`config.mk`:
```
export PLATFORM = sky130hd
export DESIGN_NAME = raster_sequencer
export DESIGN_NICKNAME = d
export VERILOG_FILES = /design/src/rtl/raster_pkg.sv /design/src/rtl/raster_sequencer_tri_fifo.sv /design/src/rtl/raster_sequencer.sv
export SDC_FILE = /design/constraint.sdc
export NUM_CORES = 1
export LEC_CHECK = 0
export BUFFER_PORTS_ARGS = -buffer_cell sky130_fd_sc_hd__buf_2
export CAP_MARGIN = 15
export CORE_UTILIZATION = 37
export DETAILED_ROUTE_END_ITERATION = 12
export PLACE_DENSITY = 0.53
export SETUP_SLACK_MARGIN = 0.02
export SLEW_MARGIN = 5
export SYNTH_ARGS = -nofsm -noshare
export SYNTH_HDL_FRONTEND = slang
export SYNTH_HIERARCHICAL = 1
export SYNTH_SLANG_ARGS = --single-unit
```
`constraint.sdc`:
```
create_clock -name clock -period 7.2 [get_ports clock]
set_clock_uncertainty 0.05 [all_clocks]
set_input_delay 0.72 -clock clock [delete_from_list [all_inputs] [get_ports clock]]
set_output_delay 0.72 -clock clock [all_outputs]
set_load 0.005 [all_outputs]
```
`src/rtl/raster_pkg.sv`:
```
// Shared types and constants for the triangle raster front-end.
// Screen limits and frame-buffer address width live here.
package raster_pkg;

  localparam int unsigned SCREEN_W  = 640;
  localparam int unsigned SCREEN_H  = 480;
  localparam int unsigned FB_ADDR_W = 26;

  typedef struct packed {
    logic [15:0] x1;
    logic [15:0] y1;
    logic [15:0] x2;
    logic [15:0] y2;
    logic [15:0] x3;
    logic [15:0] y3;
    logic [23:0] color1;
    logic [23:0] color2;
    logic [23:0] color3;
  } tri_t;

  typedef enum logic [1:0] {
    IDLE,
    LOAD,
    RUN,
    SWAP
  } seq_state_t;

endpackage

```
`src/rtl/raster_sequencer_tri_fifo.sv`:
```
// Synchronous FIFO of triangle descriptors plus eof bit.
// Pointers carry an extra wrap bit to tell full from empty.
module tri_fifo #(
  parameter int unsigned W     = 169,
  parameter int unsigned DEPTH = 4
) (
  input  logic         clock,
  input  logic         reset,
  input  logic         push,
  input  logic         pop,
  input  logic [W-1:0] wdata,
  output logic [W-1:0] rdata,
  output logic         full,
  output logic         empty
);

  localparam int unsigned AW = $clog2(DEPTH);

  logic [W-1:0] mem [DEPTH];
  logic [AW:0]  wr_ptr;
  logic [AW:0]  rd_ptr;
  logic         do_push;
  logic         do_pop;

  assign empty = (wr_ptr == rd_ptr);
  assign full  = (wr_ptr[AW] != rd_ptr[AW]) &&
                 (wr_ptr[AW-1:0] == rd_ptr[AW-1:0]);

  assign do_push = push && !full;
  assign do_pop  = pop && !empty;
  assign rdata   = mem[rd_ptr[AW-1:0]];

  always_ff @(posedge clock or negedge reset) begin
    if (!reset) begin
      wr_ptr <= '0;
      rd_ptr <= '0;
    end else begin
      if (do_push)
        wr_ptr <= wr_ptr + {{AW{1'b0}}, 1'b1};
      if (do_pop)
        rd_ptr <= rd_ptr + {{AW{1'b0}}, 1'b1};
    end
  end

  always_ff @(posedge clock) begin
    if (do_push)
      mem[wr_ptr[AW-1:0]] <= wdata;
  end

endmodule

```
`src/rtl/raster_sequencer.sv`:
```
// Triangle issue scheduler with double-buffered frame bases.
// Define RAST_CLIP_EN to cull off-screen triangles (adds cull_count).
module raster_sequencer
  import raster_pkg::*;
#(
  parameter int unsigned           COORD_W  = 16,
  parameter int unsigned           DEPTH    = 4,
  parameter logic [FB_ADDR_W-1:0]  FB_BASE0 = 26'h000_0000,
  parameter logic [FB_ADDR_W-1:0]  FB_BASE1 = 26'h004_B000
) (
  input  logic                     clock,
  input  logic                     reset,
  input  logic                     tri_valid,
  output logic                     tri_ready,
  input  logic [6*COORD_W+71:0]    tri_data,
  input  logic                     tri_eof,
  output logic                     rast_start,
  output logic [6*COORD_W+71:0]    rast_tri,
  output logic [FB_ADDR_W-1:0]     rast_base,
  input  logic                     rast_done,
  output logic                     swap_req,
  input  logic                     swap_ack,
  output logic [FB_ADDR_W-1:0]     front_base,
  output logic                     busy,
  output logic [15:0]              tri_count
`ifdef RAST_CLIP_EN
  ,
  output logic [15:0]              cull_count
`endif
);

  localparam int unsigned TRI_W = 6*COORD_W+72;

  seq_state_t     state;
  seq_state_t     state_nx;
  logic [TRI_W:0] fifo_rdata;
  logic           fifo_full;
  logic           fifo_empty;
  logic           pop;
  logic           eof_q;
  logic           done_ok;
  logic           ack_ok;
  logic           cull;

  tri_fifo #(
    .W     (TRI_W + 1),
    .DEPTH (DEPTH)
  ) u_fifo (
    .clock (clock),
    .reset (reset),
    .push  (tri_valid),
    .pop   (pop),
    .wdata ({tri_data, tri_eof}),
    .rdata (fifo_rdata),
    .full  (fifo_full),
    .empty (fifo_empty)
  );

`ifdef RAST_CLIP_EN
  function automatic logic [COORD_W-1:0] min3(
    input logic [COORD_W-1:0] a,
    input logic [COORD_W-1:0] b,
    input logic [COORD_W-1:0] c
  );
    logic [COORD_W-1:0] m;
    m = (a < b) ? a : b;
    return (m < c) ? m : c;
  endfunction

  logic [COORD_W-1:0] min_x;
  logic [COORD_W-1:0] min_y;

  // Coordinates are packed x1,y1,x2,y2,x3,y3 from the MSB down.
  assign min_x = min3(rast_tri[TRI_W-1 -: COORD_W],
                      rast_tri[TRI_W-1-2*COORD_W -: COORD_W],
                      rast_tri[TRI_W-1-4*COORD_W -: COORD_W]);
  assign min_y = min3(rast_tri[TRI_W-1-COORD_W -: COORD_W],
                      rast_tri[TRI_W-1-3*COORD_W -: COORD_W],
                      rast_tri[TRI_W-1-5*COORD_W -: COORD_W]);
  assign cull  = (min_x >= COORD_W'(SCREEN_W)) ||
                 (min_y >= COORD_W'(SCREEN_H));
`else
  assign cull = 1'b0;
`endif

  always_ff @(posedge clock or negedge reset) begin
    if (!reset)
      state <= IDLE;
    else
      state <= state_nx;
  end

  always_comb begin
    state_nx = state;
    unique case (state)
      IDLE: if (!fifo_empty) state_nx = LOAD;
      LOAD: begin
        if (cull)
          state_nx = eof_q ? SWAP : IDLE;
        else
          state_nx = RUN;
      end
      RUN:  if (rast_done) state_nx = eof_q ? SWAP : IDLE;
      SWAP: if (swap_ack) state_nx = IDLE;
      default: state_nx = IDLE;
    endcase
  end

  always_comb begin
    pop        = (state == IDLE) && !fifo_empty;
    rast_start = (state == LOAD) && !cull;
    swap_req   = (state == SWAP);
    done_ok    = ((state == RUN) && rast_done) ||
                 ((state == LOAD) && cull);
    ack_ok     = (state == SWAP) && swap_ack;
  end

  assign tri_ready = !fifo_full;
  assign busy      = (state != IDLE) || !fifo_empty;

  always_ff @(posedge clock or negedge reset) begin
    if (!reset) begin
      rast_tri   <= '0;
      eof_q      <= 1'b0;
      rast_base  <= FB_BASE1;
      front_base <= FB_BASE0;
      tri_count  <= '0;
    end else begin
      if (pop) begin
        rast_tri <= fifo_rdata[TRI_W:1];
        eof_q    <= fifo_rdata[0];
      end
      if (done_ok)
        tri_count <= tri_count + 16'd1;
      if (ack_ok) begin
        rast_base  <= front_base;
        front_base <= rast_base;
      end
    end
  end

`ifdef RAST_CLIP_EN
  always_ff @(posedge clock or negedge reset) begin
    if (!reset)
      cull_count <= '0;
    else if ((state == LOAD) && cull)
      cull_count <= cull_count + 16'd1;
  end
`endif

endmodule

```
==> results.txt, run 1 <==
The flow ran to the end, and the final reports show no timing, DRC or antenna violations. Each instance of the synthesized netlist takes up on average 22.9 µm². The post-CTS setup repair buffer count came out at 0. For this configuration, the core starts out at a cell density of 37.5%. The share of the Yosys chip area taken by registers is 78.1%. The number of global-route vias before repair is 16997.

The max-capacitance violation count is 0. The total negative slack came out at 0 ps. The number of failing hold endpoints at the final stage is 0. The sum of net half-perimeters after detailed placement is 42600 µm. In this run the static leakage power is 14.9 nW. The largest individual stage delay along the critical path comes from the cell sky130_fd_sc_hd__buf_4.

The fraction of final layout cells sized beyond drive strength 1 is 48.4%. The total placed instance area is 0.0373 mm². The largest area contributor in the synthesized netlist is sky130_fd_sc_hd__edfxtp_1. The worst pin sits at a relative slew slack of 23.9%. The critical path's largest stage delay came out at 850 ps. The number of CTS-inserted buffers came out at 99.

Entering global routing, the biggest net connects 116 pins. The post-route antenna net violation count is 0. Once layout is done, the placed cells without fillers occupy 0.0404 mm². The sink count of the clock tree came out at 921. The worst setup path is captured at a flop. Synthesis produced 1481 cells. The total number of H-tree levels came out at 3. Global routing used 16.1% of the available tracks across all layers. The global routing met2 resource utilization came out at 27.6%. The number of nets in the layout is 2131.

The number of DRC violations after detailed-routing iteration 0 came out at 866. In this design, the largest share of critical-path delay is due to buffers and inverters. For this run, the number of standard cells in the final layout without fillers is 3216. The critical path contains buffers and inverters numbering 3 combined. The post-CTS clock slew at the launch and capture registers of the worst setup and hold paths is 60 ps. The arrival time of the worst setup path came out at 4980 ps. The core region area came out at 0.0903 mm². The first global-routing pass estimated 111000 µm of wire. The port buffer count came out at 413.

The worst hold path belongs to the class in -> async. For this run, design rule violations remaining after detail routing come to 0. The total grt overflow is 0.

The library cells used most frequently in the layout, excluding fill and tap cells, are 676 x sky130_fd_sc_hd__edfxtp_1, 412 x sky130_fd_sc_hd__buf_2, 239 x sky130_fd_sc_hd__dfrtp_1. The smallest setup slack after layout is 2710 ps. The die footprint is 0.0928 mm². The congestion estimate from routability-driven global placement came to 0.742.

Sorting the synthesized cells by area gives the leading types as sky130_fd_sc_hd__edfxtp_1 60%, sky130_fd_sc_hd__dfrtp_1 18%, sky130_fd_sc_hd__mux4_2 11%, sky130_fd_sc_hd__mux2_2 7.3%, sky130_fd_sc_hd__buf_2 0.58%. The layer flagged by global routing as most heavily used is met2. The number of filler cells placed in the layout came out at 7740.

The clock latency on the worst-skew pair is 670 ps. The count of cells resized by post-cts repair came out at 0. The total power consumption of the routed design is 17.3 mW. The count of boundary I/O pins is 414. The global-route met1 utilization is 19.5%. The chip height is 305 µm. The reg2reg setup slack came out at 2710 ps. The reg-to-reg startpoint is u_fifo/rd_ptr[1]$_DFFE_PN0P_.

The worst-case vdd ir drop came out at 0.441 mV. The worst slack on hold paths is 51.2 ps. In this run the deepest clock path goes through 3 buffers. Counting distinct cell types in the post-synthesis netlist gives 34. The required arrival time at the worst endpoint is 7690 ps.

The transition time at the pin with the least slew margin is 1140 ps. Setup violations remaining at the end of the flow were counted as 0. The signal on the critical path passes through buf_4, xor2_1, nor3_1, nor3_4, buf_12, buf_4, mux2_2. The share of the synthesized area in the top cell type came out at 59.9%. The number of buffers added to fix hold violations after cts came out at 0. The power density over cell area came out at 428 mW/mm². The CTS tree is yes. The met3 capacity usage during global routing is 4.54%. Synthesis produced a netlist with a net count of 1661. The most common cell after layout, fill and taps aside is sky130_fd_sc_hd__edfxtp_1.

The final count of pins violating max slew is 0. The kind of critical path is reg -> reg. The number of instances in the placed design is 3026. For this block, the routed nets add up to 73700 µm of wire.

The synthesized netlist occupies a cell area of 0.0339 mm². The most common cell type on the critical path is sky130_fd_sc_hd__buf_4. The maximum net fanout on the critical path came out at 115. The area growth from synthesis to layout came out at 19.4%. The utilization of the core after routing is 44.8%.

Setup repair after global routing left no endpoint under its margin. The pre-CTS worst setup slack is 2610 ps. The endpoint identified for the worst register-to-register timing path is rast_tri[134]$_DFFE_PN0P_. The die extent in x came out at 305 µm. The flip-flop and latch count after synthesis is 921. The final critical-path share of the clock period is 62.4%. The worst setup path is launched from a flop. The yosys synthesis warning count came out at 6. Using the TritonRoute via totals, the vias-per-cell ratio works out to 4.93. Counting cells, the worst reg-to-reg path comes to 7. The number of cell rows came out at 110. The final critical delay including setup and external delays is 4490 ps.

The routed via count is 15868. The average wire length per cell after detail routing came out at 22.9 µm. The number of iterations in the first detailed-routing pass is 5. The master cell of the clock root buffer is sky130_fd_sc_hd__clkbuf_16. The initial antenna violation count came out at 24. The maximum clock frequency is 223 MHz.
[synth_stat cells, drive strengths merged]
library cell	instances
edfxtp	676
dfrtp	241
mux2	221
mux4	169
buf	60
nand2	14
xnor2	14
inv	11
xor2	10
nand3	9
nor2	8
ha	6
and3	5
o31ai	5
a21oi	4
clkbuf	4
dfstp	4
nor3	4
a211oi	2
a31oi	2
and4	2
nand2b	2
o21ai	2
a21boi	1
nand3b	1
nor2b	1
nor4	1
o22ai	1
or4	1
[worst register-to-register path, stage by stage, from the launching register on]
cell and delay, ps:
sky130_fd_sc_hd__dfrtp_4 840, sky130_fd_sc_hd__buf_4 720, sky130_fd_sc_hd__xor2_1 360, sky130_fd_sc_hd__nor3_1 180
sky130_fd_sc_hd__nor3_4 200, sky130_fd_sc_hd__buf_12 590, sky130_fd_sc_hd__buf_4 940, sky130_fd_sc_hd__mux2_2 500
[where the power goes]
part           internal, mW  switching, mW  total [mW]
registers              7.18          0.573        7.75
logic                  2.34           2.31        4.65
clock network          2.86           2.02        4.89
total                  12.4           4.90        17.3
[sequential cells by signal (all words and copies together), names as in the netlist]
name / flops
u_fifo/mem: 676
rast_tri: 168
front_base: 26
rast_base: 26
tri_count: 16
u_fifo/rd_ptr: 3
u_fifo/wr_ptr: 3
state: 2
eof_q: 1
[cells by family (layout without fill, tap and decap cells)]
group                      count (synthesis)  count (layout)  share of synthesized area [%]
buffers and inverters                     75             629                           1.35
other                                      0               5                              0
AOI/OAI and AO/OA                         17              17                          0.340
muxes                                    390             390                           18.6
and+or+nand+nor                           48              48                          0.805
xor gates and xnor gates                  24              24                          0.643
DFF                                      921             921                           78.1
adders and majority gates                  6               6                          0.222
[worst max path at each step]
stage / from / to / slack, ps / depth (start not counted)
global route: u_fifo/rd_ptr[1]$_DFFE_PN0P_ / rast_tri[134]$_DFFE_PN0P_ / 2430 / 7
finish: u_fifo/rd_ptr[1]$_DFFE_PN0P_ / rast_tri[134]$_DFFE_PN0P_ / 2710 / 7
floorplan: u_fifo/rd_ptr[0]$_DFFE_PN0P_ / u_fifo/mem[3][0]$_DFFE_PP_ / 630 / 3
CTS: u_fifo/rd_ptr[1]$_DFFE_PN0P_ / rast_tri[99]$_DFFE_PN0P_ / 2580 / 7
global placement: u_fifo/rd_ptr[1]$_DFFE_PN0P_ / rast_tri[132]$_DFFE_PN0P_ / 2640 / 7
detailed placement: u_fifo/rd_ptr[1]$_DFFE_PN0P_ / rast_tri[133]$_DFFE_PN0P_ / 2610 / 7
[cell type report]
class	count	area, µm²	area share [%]
well taps	1176	1470	3.64
flip-flops and latches	921	26400	65.4
diodes	5	12.5	0.0309
clock inverters	42	379	0.938
clock buffers	143	2780	6.88
inverters	11	41.3	0.102
repair buffers	433	2290	5.66
multi-input cells	485	7010	17.3
[layer usage]
metal  vias up  wire length [µm]
met5         -               160
met4        22              1990
met3       151              4060
met2       362             37900
met1      8384             29600
li1       6949                 -
Power figures use the tool's default switching activity.
==> run 2: changes to the inputs <==
Settings changed: ABC_AREA from default to 1.
Clock period 7.2 ns to 4.2 ns, I/O delays scaled along.
==> run 2 against run 1 <==
Critical path type unchanged. Register-to-register slack lost 1700 ps. Total power is 84% higher. Non-clock buffer count is 177 higher. Area after synthesis grew 2.3%. Largest power group unchanged. Cell area up 6.0%. First-iteration DRC count up 67%.
==> results.txt, run 2 <==
The number of iterations in the first detailed-routing pass came out at 5 (unchanged). The sequential cell area fraction in the yosys report is 76.3% (was 78.1%). The total negative slack is 0 ps (unchanged). The maximum clock path buffer count came out at 3 (unchanged). The smallest setup slack after layout is 1020 ps (was 2710 ps). The number of CTS-inserted buffers is 98 (was 99). The reported leakage power was 17.0 nW (was 14.9 nW). The total number of H-tree levels came to 3 (unchanged). The kind of critical path is reg -> reg (unchanged). The maximum clock frequency is 315 MHz (was 223 MHz).

Synth cell count leaders: 676 x sky130_fd_sc_hd__edfxtp_1, 589 x sky130_fd_sc_hd__nand2_1, 383 x sky130_fd_sc_hd__nor2_1 (was 676 x sky130_fd_sc_hd__edfxtp_1, 241 x sky130_fd_sc_hd__dfrtp_1, 221 x sky130_fd_sc_hd__mux2_2). The number of failing hold endpoints at the final stage is 0 (unchanged). The synthesized area per cell came out at 12.7 µm² (was 22.9 µm²). The reg2reg setup slack is 1020 ps (was 2710 ps).

The required arrival time at the worst endpoint is 4430 ps (was 7690 ps). The overall routed net length came out at 87900 µm (was 73700 µm). The core region area came to 0.0922 mm² (was 0.0903 mm²). The type of the tightest min-delay check is in -> reg (was in -> async).

The count of cells resized by post-cts repair is 0 (unchanged). The worst-case vdd ir drop is 0.605 mV (was 0.441 mV). The average wire length per cell after detail routing came out at 19.1 µm (was 22.9 µm).

The number of nets in the layout is 3457 (was 2131). The final critical delay including setup and external delays was 3180 ps (was 4490 ps). The die extent in x is 308 µm (was 305 µm). The most repeated cell in the gate-level netlist after synthesis was sky130_fd_sc_hd__edfxtp_1 (unchanged). The number of instances in the synthesized netlist came out at 2727 (was 1481).

The final critical-path share of the clock period was 75.6% (was 62.4%). The share of the synthesized area in the top cell type is 58.6% (was 59.9%). The number of buffers added to fix hold violations after cts came to 171 (was 0). The arrival time of the worst setup path is 3400 ps (was 4980 ps). Most frequent cells in the layout: 676 x sky130_fd_sc_hd__edfxtp_1, 589 x sky130_fd_sc_hd__nand2_1, 412 x sky130_fd_sc_hd__buf_2 (was 676 x sky130_fd_sc_hd__edfxtp_1, 412 x sky130_fd_sc_hd__buf_2, 239 x sky130_fd_sc_hd__dfrtp_1). The first-pass GRT wire length came to 134000 µm (was 111000 µm).

The dominant synthesized flop cell was sky130_fd_sc_hd__edfxtp_1 (unchanged). The post-CTS setup repair buffer count is 0 (unchanged). Biggest area contributors in the synthesized netlist: sky130_fd_sc_hd__edfxtp_1 59%, sky130_fd_sc_hd__dfrtp_1 17%, sky130_fd_sc_hd__nand2_1 6.4%, sky130_fd_sc_hd__o21ai_0 4.7%, sky130_fd_sc_hd__nor2_1 4.1% (was sky130_fd_sc_hd__edfxtp_1 60%, sky130_fd_sc_hd__dfrtp_1 18%, sky130_fd_sc_hd__mux4_2 11%, sky130_fd_sc_hd__mux2_2 7.3%, sky130_fd_sc_hd__buf_2 0.58%).

The number of setup violations in the final report was 0 (unchanged). The starting utilization of the core area came out at 37.6% (was 37.5%). The transition time at the pin with the least slew margin is 1170 ps (was 1140 ps).

The pre-CTS worst setup slack came to 906 ps (was 2610 ps). The count of boundary I/O pins is 414 (unchanged). The clock latency on the worst-skew pair came out at 670 ps (about the same).

The startpoint kind of the worst setup timing path was a flop (unchanged). The overall fraction of global-route tracks in use was 18.4% (was 16.1%). The routed via count was 22629 (was 15868). The number of synthesized flops with an enable pin is 676 (unchanged). The relative slew slack was 22.3% (was 23.9%). The largest area contributor in the synthesized netlist is sky130_fd_sc_hd__edfxtp_1 (unchanged). The final count of pins violating max slew came out at 0 (unchanged). The post-CTS clock slew at the launch and capture registers of the worst setup and hold paths came to 60 ps (about the same). The final RePlAce weighted congestion was 0.754 (was 0.742). The mapped cell area was 0.0347 mm² (was 0.0339 mm²). The master cell of the clock root buffer is sky130_fd_sc_hd__clkbuf_16 (unchanged). Status: finished clean (unchanged).

The flip-flop and latch count after synthesis came out at 921 (unchanged). The number of cell rows is 111 (was 110). The port buffer count is 413 (unchanged).

The CTS tree is yes (unchanged). The initial antenna violation count came out at 21 (was 24). The area growth from synthesis to layout is 23.6% (was 19.4%). The sum of net half-perimeters after detailed placement is 46900 µm (was 42600 µm).

The detailed-route DRC error count is 0 (unchanged). The yosys synthesis warning count is 6 (unchanged). The most common cell after layout, fill and taps aside is sky130_fd_sc_hd__edfxtp_1 (unchanged).

The total nets after synthesis is 2907 (was 1661). The chip height was 308 µm (was 305 µm). The power density over cell area came out at 745 mW/mm² (was 428 mW/mm²). The sink count of the clock tree is 921 (unchanged). The number of global-route vias before repair came out at 23200 (was 16997). The ratio of routed vias to standard cells is 4.91 (was 4.93). The total grt overflow came to 0 (unchanged). The total power consumption of the routed design is 31.9 mW (was 17.3 mW). The number of DRC violations after detailed-routing iteration 0 is 1447 (was 866). The maximum number of pins on one net before global-route repair is 205 (was 116). The fraction of registers with async set/reset is 26.6% (unchanged).

Setup repair after global routing missed its margin: no (unchanged). The number of different library cells in the post-synthesis netlist came to 32 (was 34). The post-route antenna net violation count came out at 0 (unchanged). The number of flip-flops under the largest register name came out at 676 (unchanged). The fraction of final layout cells sized beyond drive strength 1 is 18.6% (was 48.4%). The element type at the critical path end is a flop (unchanged).

The max-capacitance violation count is 0 (unchanged). The die footprint is 0.0949 mm² (was 0.0928 mm²). The maximum net fanout on the critical path is 68 (was 115).
-- run 2: metrics by stage --
step / util [%] / hold slack, ps / cell area (µm²) / std cells
global placement: 40.9 / 400 / 37700 / 4249
global route: 46.5 / 181 / 42800 / 4611
finish: 46.5 / 163 / 42800 / 4611
detailed placement: 40.9 / 404 / 37700 / 4249
floorplan: - / 74.4 / 34700 / 2727
CTS: 46.4 / 112 / 42800 / 4604
-- run 2: layout make-up --
type | count | area, µm²
Antenna cell | 7 | 17.5
Clock buffer | 137 | 2840
Clock inverter | 47 | 529
Fill cell | 8388 | 49400
Inverter | 60 | 254
Multi-Input combinational cell | 1586 | 7100
Sequential cell | 921 | 26400
Tap cell | 1243 | 1560
Timing Repair Buffer | 610 | 4110
-- run 2: logic make-up (layout without fill, tap and decap cells) --
family                   Yosys count  after routing  share of synthesized area (%)
AND/OR/NAND/NOR                 1004           1004                           11.1
flip-flops                       921            921                           76.3
AO/OA/AOI/OAI                    564            564                           8.77
buffers and inverters            220            854                           3.30
XOR/XNOR                          12             12                          0.303
other                              0              7                              0
adder cells (fa/ha/maj)            6              6                          0.217
-- run 2: where the power goes --
group | switching [mW] | internal (mW) | total, mW | leakage (nW)
sequential | 0.995 | 12.5 | 13.5 | 9.17
combinational | 6.59 | 3.00 | 9.59 | 6.20
clock | 3.53 | 5.28 | 8.81 | 1.64
-- run 2: routing by layer --
metal  wire (µm)  vias up  GRT usage, %
li1            -    10686             -
met3        5410      123          4.05
met5         177        -             0
met4        1750       26          5.60
met1       37800    11174          23.5
met2       42800      620          31.1
-- run 2: path summary, 6_finish.rpt --
kind / startpoint / endpoint / depth (start not counted)
setup / recovery: u_fifo/rd_ptr[0]$_DFFE_PN0P_ / u_fifo/mem[3][144]$_DFFE_PP_ / 8
min in group asynchronous: reset / tri_count[7]$_DFFE_PN0P_ / 2
hold reg to reg: rast_tri[33]$_DFFE_PN0P_ / rast_tri[33]$_DFFE_PN0P_ / 2
hold / removal: rast_done / state[0]$_DFFE_PN0P_ / 4
max in group asynchronous: reset / rast_base[18]$_DFFE_PN1P_ / 3
setup reg to reg: u_fifo/rd_ptr[0]$_DFFE_PN0P_ / u_fifo/mem[3][144]$_DFFE_PP_ / 8
-- run 2: worst max-delay path, stage by stage, from the launching register on --
cell and delay [ps]:
sky130_fd_sc_hd__dfrtp_4 460, sky130_fd_sc_hd__clkinv_8 200, sky130_fd_sc_hd__nand2_1 170, sky130_fd_sc_hd__nand2_2 80, sky130_fd_sc_hd__nand3_2 130, sky130_fd_sc_hd__nand2_1 130, sky130_fd_sc_hd__clkinvlp_4 90, sky130_fd_sc_hd__buf_4 730
sky130_fd_sc_hd__buf_4 690
